--- src/rtl/mc_pkg.sv ---
// Shared encodings for the multicycle controller: FSM states, opcodes, ALU op codes.
package mc_pkg;

    typedef enum logic [2:0] {
        ST_FETCH     = 3'd0,
        ST_DECODE    = 3'd1,
        ST_EXECUTE   = 3'd2,
        ST_MEM       = 3'd3,
        ST_WRITEBACK = 3'd4,
        ST_HALT      = 3'd5
    } state_t;

    localparam logic [6:0] OP_RTYPE = 7'b0110011;
    localparam logic [6:0] OP_ITYPE = 7'b0010011;
    localparam logic [6:0] OP_LOAD  = 7'b0000011;
    localparam logic [6:0] OP_STORE = 7'b0100011;

    localparam logic [1:0] ALU_OP_ADD  = 2'b00;
    localparam logic [1:0] ALU_OP_FUNC = 2'b10;

    function automatic logic is_legal_op(input logic [6:0] op);
        return (op == OP_RTYPE) || (op == OP_ITYPE) || (op == OP_LOAD) || (op == OP_STORE);
    endfunction

    function automatic logic is_mem_op(input logic [6:0] op);
        return (op == OP_LOAD) || (op == OP_STORE);
    endfunction

endpackage

--- src/rtl/mc_wait_timer.sv ---
// Data-memory wait timer: counts cycles spent in MEM and flags the TIMEOUT-th cycle.
module mc_wait_timer
    import mc_pkg::*;
#(
    parameter int TIMEOUT = 16
) (
    input  logic clk,
    input  logic reset,
    input  logic clear,
    input  logic en,
    output logic expire
);

    logic [7:0] cnt_q;

    // cnt_q holds the number of completed wait cycles, so the current cycle is cnt_q+1.
    assign expire = en && (cnt_q == 8'(TIMEOUT - 1));

    always_ff @(posedge clk or negedge reset) begin
        if (!reset) begin
            cnt_q <= 8'd0;
        end else if (clear) begin
            cnt_q <= 8'd0;
        end else if (en && !expire) begin
            cnt_q <= cnt_q + 8'd1;
        end
    end

endmodule

--- src/rtl/multicycle_controller.sv ---
// Multicycle CPU control FSM (fetch/decode/execute/mem/writeback/halt).
// Optional retired-instruction counter enabled by macro MC_PERF_CNT_EN.
module multicycle_controller
    import mc_pkg::*;
#(
    parameter int TIMEOUT = 16
) (
    input  logic       clk,
    input  logic       reset,
    input  logic [6:0] opcode,
    input  logic       imem_ready,
    input  logic       dmem_ready,
    input  logic       halt_req,
    output logic       imem_req,
    output logic       ir_write,
    output logic       pc_write,
    output logic       alu_src,
    output logic       mem2reg,
    output logic       mem_read,
    output logic       mem_write,
    output logic       reg_write,
    output logic [1:0] alu_op,
    output logic [2:0] state,
    output logic       retire,
    output logic       illegal_instr,
    output logic       bus_error,
    output logic       halted
`ifdef MC_PERF_CNT_EN
    ,
    output logic [31:0] retired_count
`endif
);

    state_t     state_q, state_d;
    logic [6:0] op_q;
    logic       expire;

    logic       imem_req_c, ir_write_c, pc_write_c, alu_src_c, mem2reg_c;
    logic       mem_read_c, mem_write_c, reg_write_c, retire_c, illegal_c;
    logic       bus_error_c, halted_c;
    logic [1:0] alu_op_c;

    mc_wait_timer #(.TIMEOUT(TIMEOUT)) u_wait_timer (
        .clk    (clk),
        .reset  (reset),
        .clear  (state_q != ST_MEM),
        .en     (state_q == ST_MEM),
        .expire (expire)
    );

    // Opcode is captured as DECODE is left; later states decode from the captured copy.
    always_ff @(posedge clk or negedge reset) begin
        if (!reset) begin
            state_q <= ST_FETCH;
            op_q    <= 7'd0;
        end else begin
            state_q <= state_d;
            if (state_q == ST_DECODE) begin
                op_q <= opcode;
            end
        end
    end

    always_comb begin
        state_d     = state_q;
        imem_req_c  = 1'b0;
        ir_write_c  = 1'b0;
        pc_write_c  = 1'b0;
        alu_src_c   = 1'b0;
        mem2reg_c   = 1'b0;
        mem_read_c  = 1'b0;
        mem_write_c = 1'b0;
        reg_write_c = 1'b0;
        alu_op_c    = ALU_OP_ADD;
        retire_c    = 1'b0;
        illegal_c   = 1'b0;
        bus_error_c = 1'b0;
        halted_c    = 1'b0;
        case (state_q)
            ST_FETCH: begin
                if (halt_req) begin
                    state_d = ST_HALT;
                end else begin
                    imem_req_c = 1'b1;
                    if (imem_ready) begin
                        ir_write_c = 1'b1;
                        pc_write_c = 1'b1;
                        state_d    = ST_DECODE;
                    end
                end
            end
            ST_DECODE: begin
                if (is_legal_op(opcode)) begin
                    state_d = ST_EXECUTE;
                end else begin
                    illegal_c = 1'b1;
                    state_d   = ST_FETCH;
                end
            end
            ST_EXECUTE: begin
                alu_src_c = (op_q != OP_RTYPE);
                alu_op_c  = is_mem_op(op_q) ? ALU_OP_ADD : ALU_OP_FUNC;
                state_d   = is_mem_op(op_q) ? ST_MEM : ST_WRITEBACK;
            end
            ST_MEM: begin
                if (op_q == OP_LOAD) begin
                    mem_read_c = 1'b1;
                end else begin
                    mem_write_c = 1'b1;
                end
                // A ready arriving on the expiry cycle wins over the timeout.
                if (dmem_ready) begin
                    if (op_q == OP_LOAD) begin
                        state_d = ST_WRITEBACK;
                    end else begin
                        retire_c = 1'b1;
                        state_d  = ST_FETCH;
                    end
                end else if (expire) begin
                    bus_error_c = 1'b1;
                    state_d     = ST_FETCH;
                end
            end
            ST_WRITEBACK: begin
                reg_write_c = 1'b1;
                mem2reg_c   = (op_q == OP_LOAD);
                retire_c    = 1'b1;
                state_d     = ST_FETCH;
            end
            ST_HALT: begin
                halted_c = 1'b1;
                if (!halt_req) begin
                    state_d = ST_FETCH;
                end
            end
            default: state_d = ST_FETCH;
        endcase
    end

    // Gating with reset makes every output drop the moment reset is asserted.
    assign imem_req      = reset & imem_req_c;
    assign ir_write      = reset & ir_write_c;
    assign pc_write      = reset & pc_write_c;
    assign alu_src       = reset & alu_src_c;
    assign mem2reg       = reset & mem2reg_c;
    assign mem_read      = reset & mem_read_c;
    assign mem_write     = reset & mem_write_c;
    assign reg_write     = reset & reg_write_c;
    assign alu_op        = reset ? alu_op_c : 2'b00;
    assign retire        = reset & retire_c;
    assign illegal_instr = reset & illegal_c;
    assign bus_error     = reset & bus_error_c;
    assign halted        = reset & halted_c;
    assign state         = state_q;

`ifdef MC_PERF_CNT_EN
    logic [31:0] retired_cnt_q;

    always_ff @(posedge clk or negedge reset) begin
        if (!reset) begin
            retired_cnt_q <= 32'd0;
        end else if (retire_c) begin
            retired_cnt_q <= retired_cnt_q + 32'd1;
        end
    end

    assign retired_count = retired_cnt_q;
`endif

endmodule

--- config.mk ---
export PLATFORM = sky130hd
export DESIGN_NAME = multicycle_controller
export DESIGN_NICKNAME = d
export VERILOG_FILES = /design/src/rtl/mc_pkg.sv /design/src/rtl/mc_wait_timer.sv /design/src/rtl/multicycle_controller.sv
export SDC_FILE = /design/constraint.sdc
export NUM_CORES = 1
export LEC_CHECK = 0
export ABC_AREA = 1
export BUFFER_PORTS_ARGS = -buffer_cell sky130_fd_sc_hd__buf_2
export CAP_MARGIN = 15
export CORE_MARGIN = 10
export CORE_UTILIZATION = 40
export DETAILED_ROUTE_END_ITERATION = 8
export GPL_ROUTABILITY_DRIVEN = 0
export GPL_TIMING_DRIVEN = 0
export PLACE_DENSITY = 0.61
export SYNTH_ARGS = -nofsm -noshare
export SYNTH_HDL_FRONTEND = slang
export SYNTH_SLANG_ARGS = --single-unit
--- constraint.sdc ---
create_clock -name clk -period 3.2 [get_ports clk]
set_input_delay 0.64 -clock clk [delete_from_list [all_inputs] [get_ports clk]]
set_output_delay 0.64 -clock clk [all_outputs]
set_load 0.01 [all_outputs]
==> results.rst, run 1 <==
.. list-table::
   :header-rows: 1

   * - Metric
     - Value
   * - Result of the run
     - completed
   * - Instance count of the mapped netlist
     - 145
   * - GRT Residual Overflow
     - 0
   * - Post-CTS setup buffer count
     - 0
   * - Number of distinct standard cells referenced by the synthesized netlist
     - 24
   * - Reg2Reg Setup Slack
     - 1.87 ns
   * - Worst hold slack after final layout
     - 0.281 ns
   * - Drt via density
     - 4.84
   * - Power density cells
     - 576 mW/mm^2
   * - Max-cap viol count
     - 0
   * - Most frequent cells in the layout
     - sky130_fd_sc_hd__nand2_1 (39), sky130_fd_sc_hd__buf_2 (27), sky130_fd_sc_hd__nor2_1 (20)
   * - Vert. Die Dim
     - 71.8 um
   * - Number of clock sinks
     - 18
   * - # DRC
     - 0
   * - Crit end category
     - output port
   * - Clock-pin transition on the worst setup and hold timing paths
     - 0.11 ns
   * - Placeable core region
     - 0.00252 mm^2
   * - Leakage Power
     - 0.000667 uW
   * - Final count of hold timing violations
     - 0
   * - TNS Setup
     - 0 ns
   * - Global-route met1 utilization
     - 12.4%
   * - Number of placement rows
     - 18
   * - Data arrival time of the worst path
     - 1.80 ns
   * - Minimum period implied by the final worst setup slack
     - 2.44 ns
   * - Maximum number of pins on one net before global-route repair
     - 23
   * - Starting density of the core
     - 42.5%
   * - Chip width
     - 71.8 um
   * - Number of antenna violations at the first check in global routing
     - 0
   * - Worst IR drop on VDD
     - 0.395 mV
   * - Detailed Routing Iterations Pass 1
     - 4
   * - Critical path class
     - input pin to output port
   * - Post-CTS Hold Fix Bufs
     - 0
   * - Fmax
     - 0.410 GHz
   * - CTS Root Buffer Type
     - sky130_fd_sc_hd__clkbuf_4
   * - Violation count after the first detailed-routing iteration
     - 41
   * - Area growth from synthesis to final layout
     - 19.5%
   * - Most common library cell in the layout ignoring fill and taps
     - sky130_fd_sc_hd__nand2_1
   * - Clock latency at the later pin of the worst-skew pair
     - 0.29 ns
   * - Via Count
     - 997
   * - Number of buffers created by CTS
     - 3
   * - Htree depth
     - 1
   * - Worst hold-check path type
     - input pin to asynchronous set/reset pin
   * - Nets in the synthesized netlist
     - 158
   * - Proportion of layout cells with a drive suffix above 1
     - 29.5%
   * - Cell Area, Synth
     - 0.00107 mm^2
   * - Detailed-placement wirelength estimate
     - 2020 um
   * - Worst Skew
     - 0.00334 ns
   * - Total Nets Final
     - 190
   * - Clock tree from TritonCTS
     - done
   * - Count of final max-slew check failures
     - 0
   * - Clock tree buffer depth
     - 2
   * - Boundary pin count
     - 29
   * - Overall die area
     - 0.00515 mm^2
   * - # port buffers
     - 27
   * - Post-synthesis area per instance
     - 7.40 um^2
   * - Required time at the worst-slack endpoint
     - 2.56 ns
   * - Tot GR Track Use
     - 10.1%
   * - Fin crit share
     - 76.3%
   * - Total of endpoints with negative setup slack in the final report
     - 0
   * - Total inserted antenna cells
     - 0
   * - Global routing met3 resource utilization
     - 3.17%
   * - # resized after CTS
     - 0
   * - Startpoint type of the worst setup path
     - input pin
   * - Unrepaired setup endpoints after global routing
     - false
   * - Final routed wirelength across all metal layers
     - 2470 um
   * - Wirelength per Cell
     - 12.0 um
   * - Largest driver fanout on the critical path
     - 22
   * - Number of nets with antenna violations after routing
     - 0
   * - Total of flip-flops plus latches after synthesis
     - 18
   * - Sequential area share after synthesis
     - 42.0%
   * - Gr busiest metal
     - met2
   * - Via count of the first global-routing pass
     - 1023
   * - Yosys synthesis warning count
     - 0
   * - First-pass GRT wire length
     - 4440 um
   * - Met2 routing resource usage after global routing
     - 16.5%
synth_stat cells:
| library cell | count | share of area [%] |
|---|---|---|
| sky130_fd_sc_hd__nand2_1 | 39 | 14 |
| sky130_fd_sc_hd__nor2_1 | 20 | 7.0 |
| sky130_fd_sc_hd__dfrtp_1 | 18 | 42 |
| sky130_fd_sc_hd__inv_1 | 14 | 4.9 |
| sky130_fd_sc_hd__nand3_1 | 9 | 4.2 |
| sky130_fd_sc_hd__a21oi_1 | 6 | 2.8 |
| sky130_fd_sc_hd__inv_2 | 5 | 1.8 |
| sky130_fd_sc_hd__nor3_2 | 5 | 4.7 |
| sky130_fd_sc_hd__nor3_1 | 4 | 1.9 |
| sky130_fd_sc_hd__o21ai_1 | 4 | 1.9 |
| sky130_fd_sc_hd__nand2_2 | 3 | 1.8 |
| sky130_fd_sc_hd__nor2_4 | 3 | 3.2 |
| sky130_fd_sc_hd__a31oi_1 | 2 | 1.2 |
| sky130_fd_sc_hd__buf_4 | 2 | 1.4 |
| sky130_fd_sc_hd__nand4_1 | 2 | 1.2 |
| sky130_fd_sc_hd__a41oi_1 | 1 | 0.82 |
| sky130_fd_sc_hd__and2_1 | 1 | 0.58 |
| sky130_fd_sc_hd__buf_6 | 1 | 1.1 |
| sky130_fd_sc_hd__conb_1 | 1 | 0.35 |
| sky130_fd_sc_hd__ha_1 | 1 | 1.2 |
| sky130_fd_sc_hd__nand3_2 | 1 | 0.93 |
| sky130_fd_sc_hd__nor2_2 | 1 | 0.58 |
| sky130_fd_sc_hd__nor3b_1 | 1 | 0.70 |
| sky130_fd_sc_hd__o21ai_0 | 1 | 0.47 |
worst max-delay path, stage by stage:
cell                     delay (ns)
sky130_fd_sc_hd__buf_2         0.39
sky130_fd_sc_hd__inv_1         0.19
sky130_fd_sc_hd__nor3_2        0.19
sky130_fd_sc_hd__and2_1        0.17
sky130_fd_sc_hd__buf_4         0.10
sky130_fd_sc_hd__buf_2         0.11
cell families (layout without fill, tap and decap cells):
kind of cell    count (synthesis)  in the layout  share of synthesized area [%]
simple gates                   89             89                           40.3
buf+inv                        22             53                           9.10
flops                          18             18                           42.0
compound gates                 14             14                           7.12
fa+ha+maj                       1              1                           1.17
other cells                     1              1                          0.350
worst paths after layout:
kind,from,end,cells after the start
max,reset,pc_write,6
min,reset,op_q[1],1
max reg2reg,u_wait_timer.cnt_q[0],u_wait_timer.cnt_q[6],5
min reg2reg,op_q[0],op_q[0],2
max in group asynchronous,reset,u_wait_timer.cnt_q[7],1
min in group clk,op_q[0],op_q[0],2
per-layer routing:
metal / share of wire (%) / routed length, um / vias up
met5: 0 / 0 / -
li1: - / - / 522
met1: 46 / 1130 / 453
met3: 6.5 / 161 / 2
met2: 47 / 1160 / 20
met4: 0.49 / 12 / 0
area by class of cell:
cell class	instances	area (um^2)
tap	30	37.5
buffer	3	26.3
multi-input combinational	105	524
sequential	18	450
fill	270	1240
clock buffer	4	36.3
inverter	19	71.3
timing repair buffer	27	135
flip-flops by register name (all words and copies together), names as in the netlist:
| register | count |
|---|---|
| op_q | 7 |
| state | 3 |
| u_wait_timer.cnt_q | 8 |
where the power goes:
part	total (uW)	switching, uW	internal (uW)
clock	144	74.5	69.3
sequential	340	55.8	285
combinational	254	162	92.3
total	738	292	446
metrics by stage:
stage	power [uW]	setup slack [ns]	cell area, um^2	util, %	cells
2_1_floorplan	515	1.25	1070	-	145
3_3_place_gp	592	0.722	1240	49.4	202
3_5_place_dp	603	0.712	1240	49.4	202
4_1_cts	748	0.706	1280	50.8	206
5_1_grt	801	0.590	1280	50.8	206
6_report	738	0.759	1280	50.8	206
Power figures use the tool's default switching activity.
==> run 2, diff against run 1 <==
- ABC_AREA: 1 -> 0
- PLACE_DENSITY: 0.61 -> 0.64
- clock period: 3.2 -> 2.2 ns (I/O delays scaled with it)
==> results.rst, run 2 <==
.. list-table::
   :header-rows: 1

   * - Metric
     - Value
   * - Result of the run
     - completed
   * - Most frequent cells in the layout
     - sky130_fd_sc_hd__buf_2 (27), sky130_fd_sc_hd__buf_4 (17), sky130_fd_sc_hd__dfrtp_1 (17)
   * - Number of distinct standard cells referenced by the synthesized netlist
     - 36
   * - Top metal layer carrying routed signals
     - met4
   * - Total inserted antenna cells
     - 0
   * - Crit end category
     - output port
   * - Drt via density
     - 5.33
   * - Clock tree from TritonCTS
     - done
   * - Minimum period implied by the final worst setup slack
     - 2.18 ns
   * - Instance count of the mapped netlist
     - 99
   * - Number of enable-type register cells in the synthesized netlist
     - 0
   * - Ranking of synthesized cells by area
     - sky130_fd_sc_hd__dfrtp_1 (47%), sky130_fd_sc_hd__mux2_2 (8.2%), sky130_fd_sc_hd__nor2_1 (4.7%)
   * - Clock tree buffer depth
     - 2
   * - First-pass GRT wire length
     - 4060 um
   * - Worst hold slack after final layout
     - 0.0946 ns
   * - Proportion of register bits with asynchronous set or reset after synthesis
     - 100%
   * - Max-cap viol count
     - 0
   * - Number of placement rows
     - 17
   * - Total of flip-flops plus latches after synthesis
     - 18
   * - Maximum number of pins on one net before global-route repair
     - 25
   * - Chip width
     - 69.2 um
   * - Cell Area, Synth
     - 967 um^2
   * - Ys flop type
     - sky130_fd_sc_hd__dfrtp_1
   * - Detailed-placement wirelength estimate
     - 1720 um
   * - Total of endpoints with negative setup slack in the final report
     - 0
   * - Detailed Routing Iterations Pass 1
     - 4
   * - Total Nets Final
     - 157
   * - Boundary pin count
     - 29
   * - Post-synthesis area per instance
     - 9.77 um^2
   * - Count of final max-slew check failures
     - 0
   * - Startpoint type of the worst setup path
     - register
   * - Top cells by count, synth
     - sky130_fd_sc_hd__dfrtp_1 (18), sky130_fd_sc_hd__nor2_1 (12), sky130_fd_sc_hd__nand2_1 (11)
   * - Number of antenna violations at the first check in global routing
     - 0
   * - Clock latency at the later pin of the worst-skew pair
     - 0.29 ns
   * - Worst hold-check path type
     - input pin to asynchronous set/reset pin
   * - Wl on met1
     - 1050 um
   * - Placeable core region
     - 0.00225 mm^2
   * - Area growth from synthesis to final layout
     - 35.8%
   * - GRT Residual Overflow
     - 0
   * - # port buffers
     - 27
   * - Number of nets with antenna violations after routing
     - 0
   * - Unrepaired setup endpoints after global routing
     - true
   * - Required time at the worst-slack endpoint
     - 1.76 ns
   * - Clock-pin transition on the worst setup and hold timing paths
     - 0.11 ns
   * - Placed Area
     - 0.00114 mm^2
   * - Delay of the slowest cell on the worst path
     - 0.42 ns
   * - Overall die area
     - 0.00478 mm^2
   * - Leading cell type by number of instances after synthesis
     - sky130_fd_sc_hd__dfrtp_1
   * - Number of cells on the worst reg-to-reg path
     - 5
   * - Synth top area share
     - 46.6%
   * - Critical path class
     - register to output port
   * - Final routed wirelength across all metal layers
     - 2530 um
   * - Worst reg2reg endpoint
     - state[0]
   * - Via Count
     - 911
   * - Tot GR Track Use
     - 9.69%
   * - Final instance area
     - 0.00131 mm^2
   * - Reg2Reg Setup Slack
     - 0.46 ns
   * - Area leader, netlist
     - sky130_fd_sc_hd__dfrtp_1
   * - Worst IR drop on VDD
     - 0.572 mV
   * - Number of flip-flops under the largest register name
     - 8
   * - Final count of hold timing violations
     - 0
   * - Wirelength per Cell
     - 14.8 um
   * - Power density cells
     - 846 mW/mm^2
   * - Fmax
     - 0.459 GHz
   * - # DRC
     - 0
   * - Nets in the synthesized netlist
     - 112
   * - Worst Skew
     - 0.00228 ns
   * - Number of clock sinks
     - 18
   * - Number of buffers created by CTS
     - 3
   * - Starting density of the core
     - 42.9%
   * - Htree depth
     - 1
   * - Fin crit share
     - 98.9%
   * - Worst flop-to-flop path startpoint
     - u_wait_timer.cnt_q[5]
   * - Violation count after the first detailed-routing iteration
     - 28
   * - Leakage Power
     - 0.000636 uW
   * - TNS Setup
     - 0 ns
   * - Critical path's slowest cell
     - sky130_fd_sc_hd__dfrtp_1
   * - Vert. Die Dim
     - 69.2 um
   * - Register ranked first by flip-flop count
     - u_wait_timer.cnt_q
   * - Detailed-routed wire length on met3
     - 174 um
   * - Sequential area share after synthesis
     - 46.6%
   * - Via count of the first global-routing pass
     - 932
   * - Yosys synthesis warning count
     - 0
   * - Number of filler instances in the final layout
     - 207
   * - Cell-by-cell trace of the critical path
     - nor4_2 > nand3_1 > or2_4 > a41o_1 > buf_2
   * - Proportion of layout cells with a drive suffix above 1
     - 44.8%
   * - Largest driver fanout on the critical path
     - 5
   * - Most common library cell in the layout ignoring fill and taps
     - sky130_fd_sc_hd__buf_2
   * - Amount of wire on met2 after detailed routing
     - 1290 um
   * - CTS Root Buffer Type
     - sky130_fd_sc_hd__clkbuf_4
   * - Data arrival time of the worst path
     - 1.74 ns
-- run 2: cell count changes in the layout (fill, tap and decap cells not counted), sizes merged, moves of 3 or more --
cell,change
a21oi,-3
buf,+14
inv,-19
mux2,+7
nand2,-31
nand3,-7
nor2,-11
nor2b,+3
nor3,-7
nor4,+3
or3,+3
-- run 2: metrics by stage --
step / util, % / instances / setup slack [ns] / power, uW
2_1_floorplan: - / 99 / 0.285 / 735
5_1_grt: 58.3 / 171 / -0.0578 / 1190
4_1_cts: 55.2 / 165 / -0.0364 / 1070
3_3_place_gp: 50.4 / 154 / 0.190 / 844
6_report: 58.3 / 171 / 0.0235 / 1110
3_5_place_dp: 50.4 / 154 / 0.142 / 856
-- run 2: critical path: cells and delay by family, from the launching register on --
family,cells,cell delay [ns]
simple gates,3,0.72
buf+inv,1,0.14
compound gates,1,0.18
flops,1,0.42
-- run 2: final cells by class --
type / count / area, um^2 / share of cell area [%]
multi-input cells: 77 / 528 / 40.2
repair buffers: 42 / 248 / 18.9
flip-flops and latches: 18 / 452 / 34.4
clock buffers: 4 / 36.3 / 2.76
plain buffers: 2 / 15.0 / 1.14
well taps: 28 / 35.0 / 2.67
-- run 2: power breakdown --
part	total (uW)	switching [uW]	internal, uW
Clock	206	105	101
Combinational	387	176	211
Sequential	519	102	417
-- run 2: logic make-up after synthesis --
family / synth area share, %
flops: 46.6
mux: 10.2
compound gates: 10.5
xor+xnor: 2.72
other cells: 0.388
fa+ha+maj: 1.29
buf+inv: 3.10
simple gates: 25.2
-- run 2: worst max-delay path by stage --
| stage | start | end | slack (ns) | cells past startpoint |
|---|---|---|---|---|
| after floorplan | u_wait_timer.cnt_q[5] | bus_error | 0.29 | 4 |
| after global placement | op_q[3] | retire | 0.19 | 5 |
| after detailed placement | reset | mem2reg | 0.14 | 5 |
| after CTS | u_wait_timer.cnt_q[7] | bus_error | -0.04 | 5 |
| after global routing | op_q[6] | retire | -0.06 | 5 |
| final | op_q[6] | retire | 0.02 | 5 |
-- run 2: what timing repair did --
| action | CTS | global route |
|---|---|---|
| setup buffers | 7 | 8 |
| pin swaps | 3 | 7 |
| hold buffers | 0 | 0 |
| gates resized for setup | 4 | 5 |
| setup endpoints to repair | 6 | 7 |
-- run 2: metal layers --
layer	vias up	track usage (%)
li1	443	-
met1	435	11.0
met2	31	15.7
met3	2	3.42
met4	0	4.43
met5	-	0
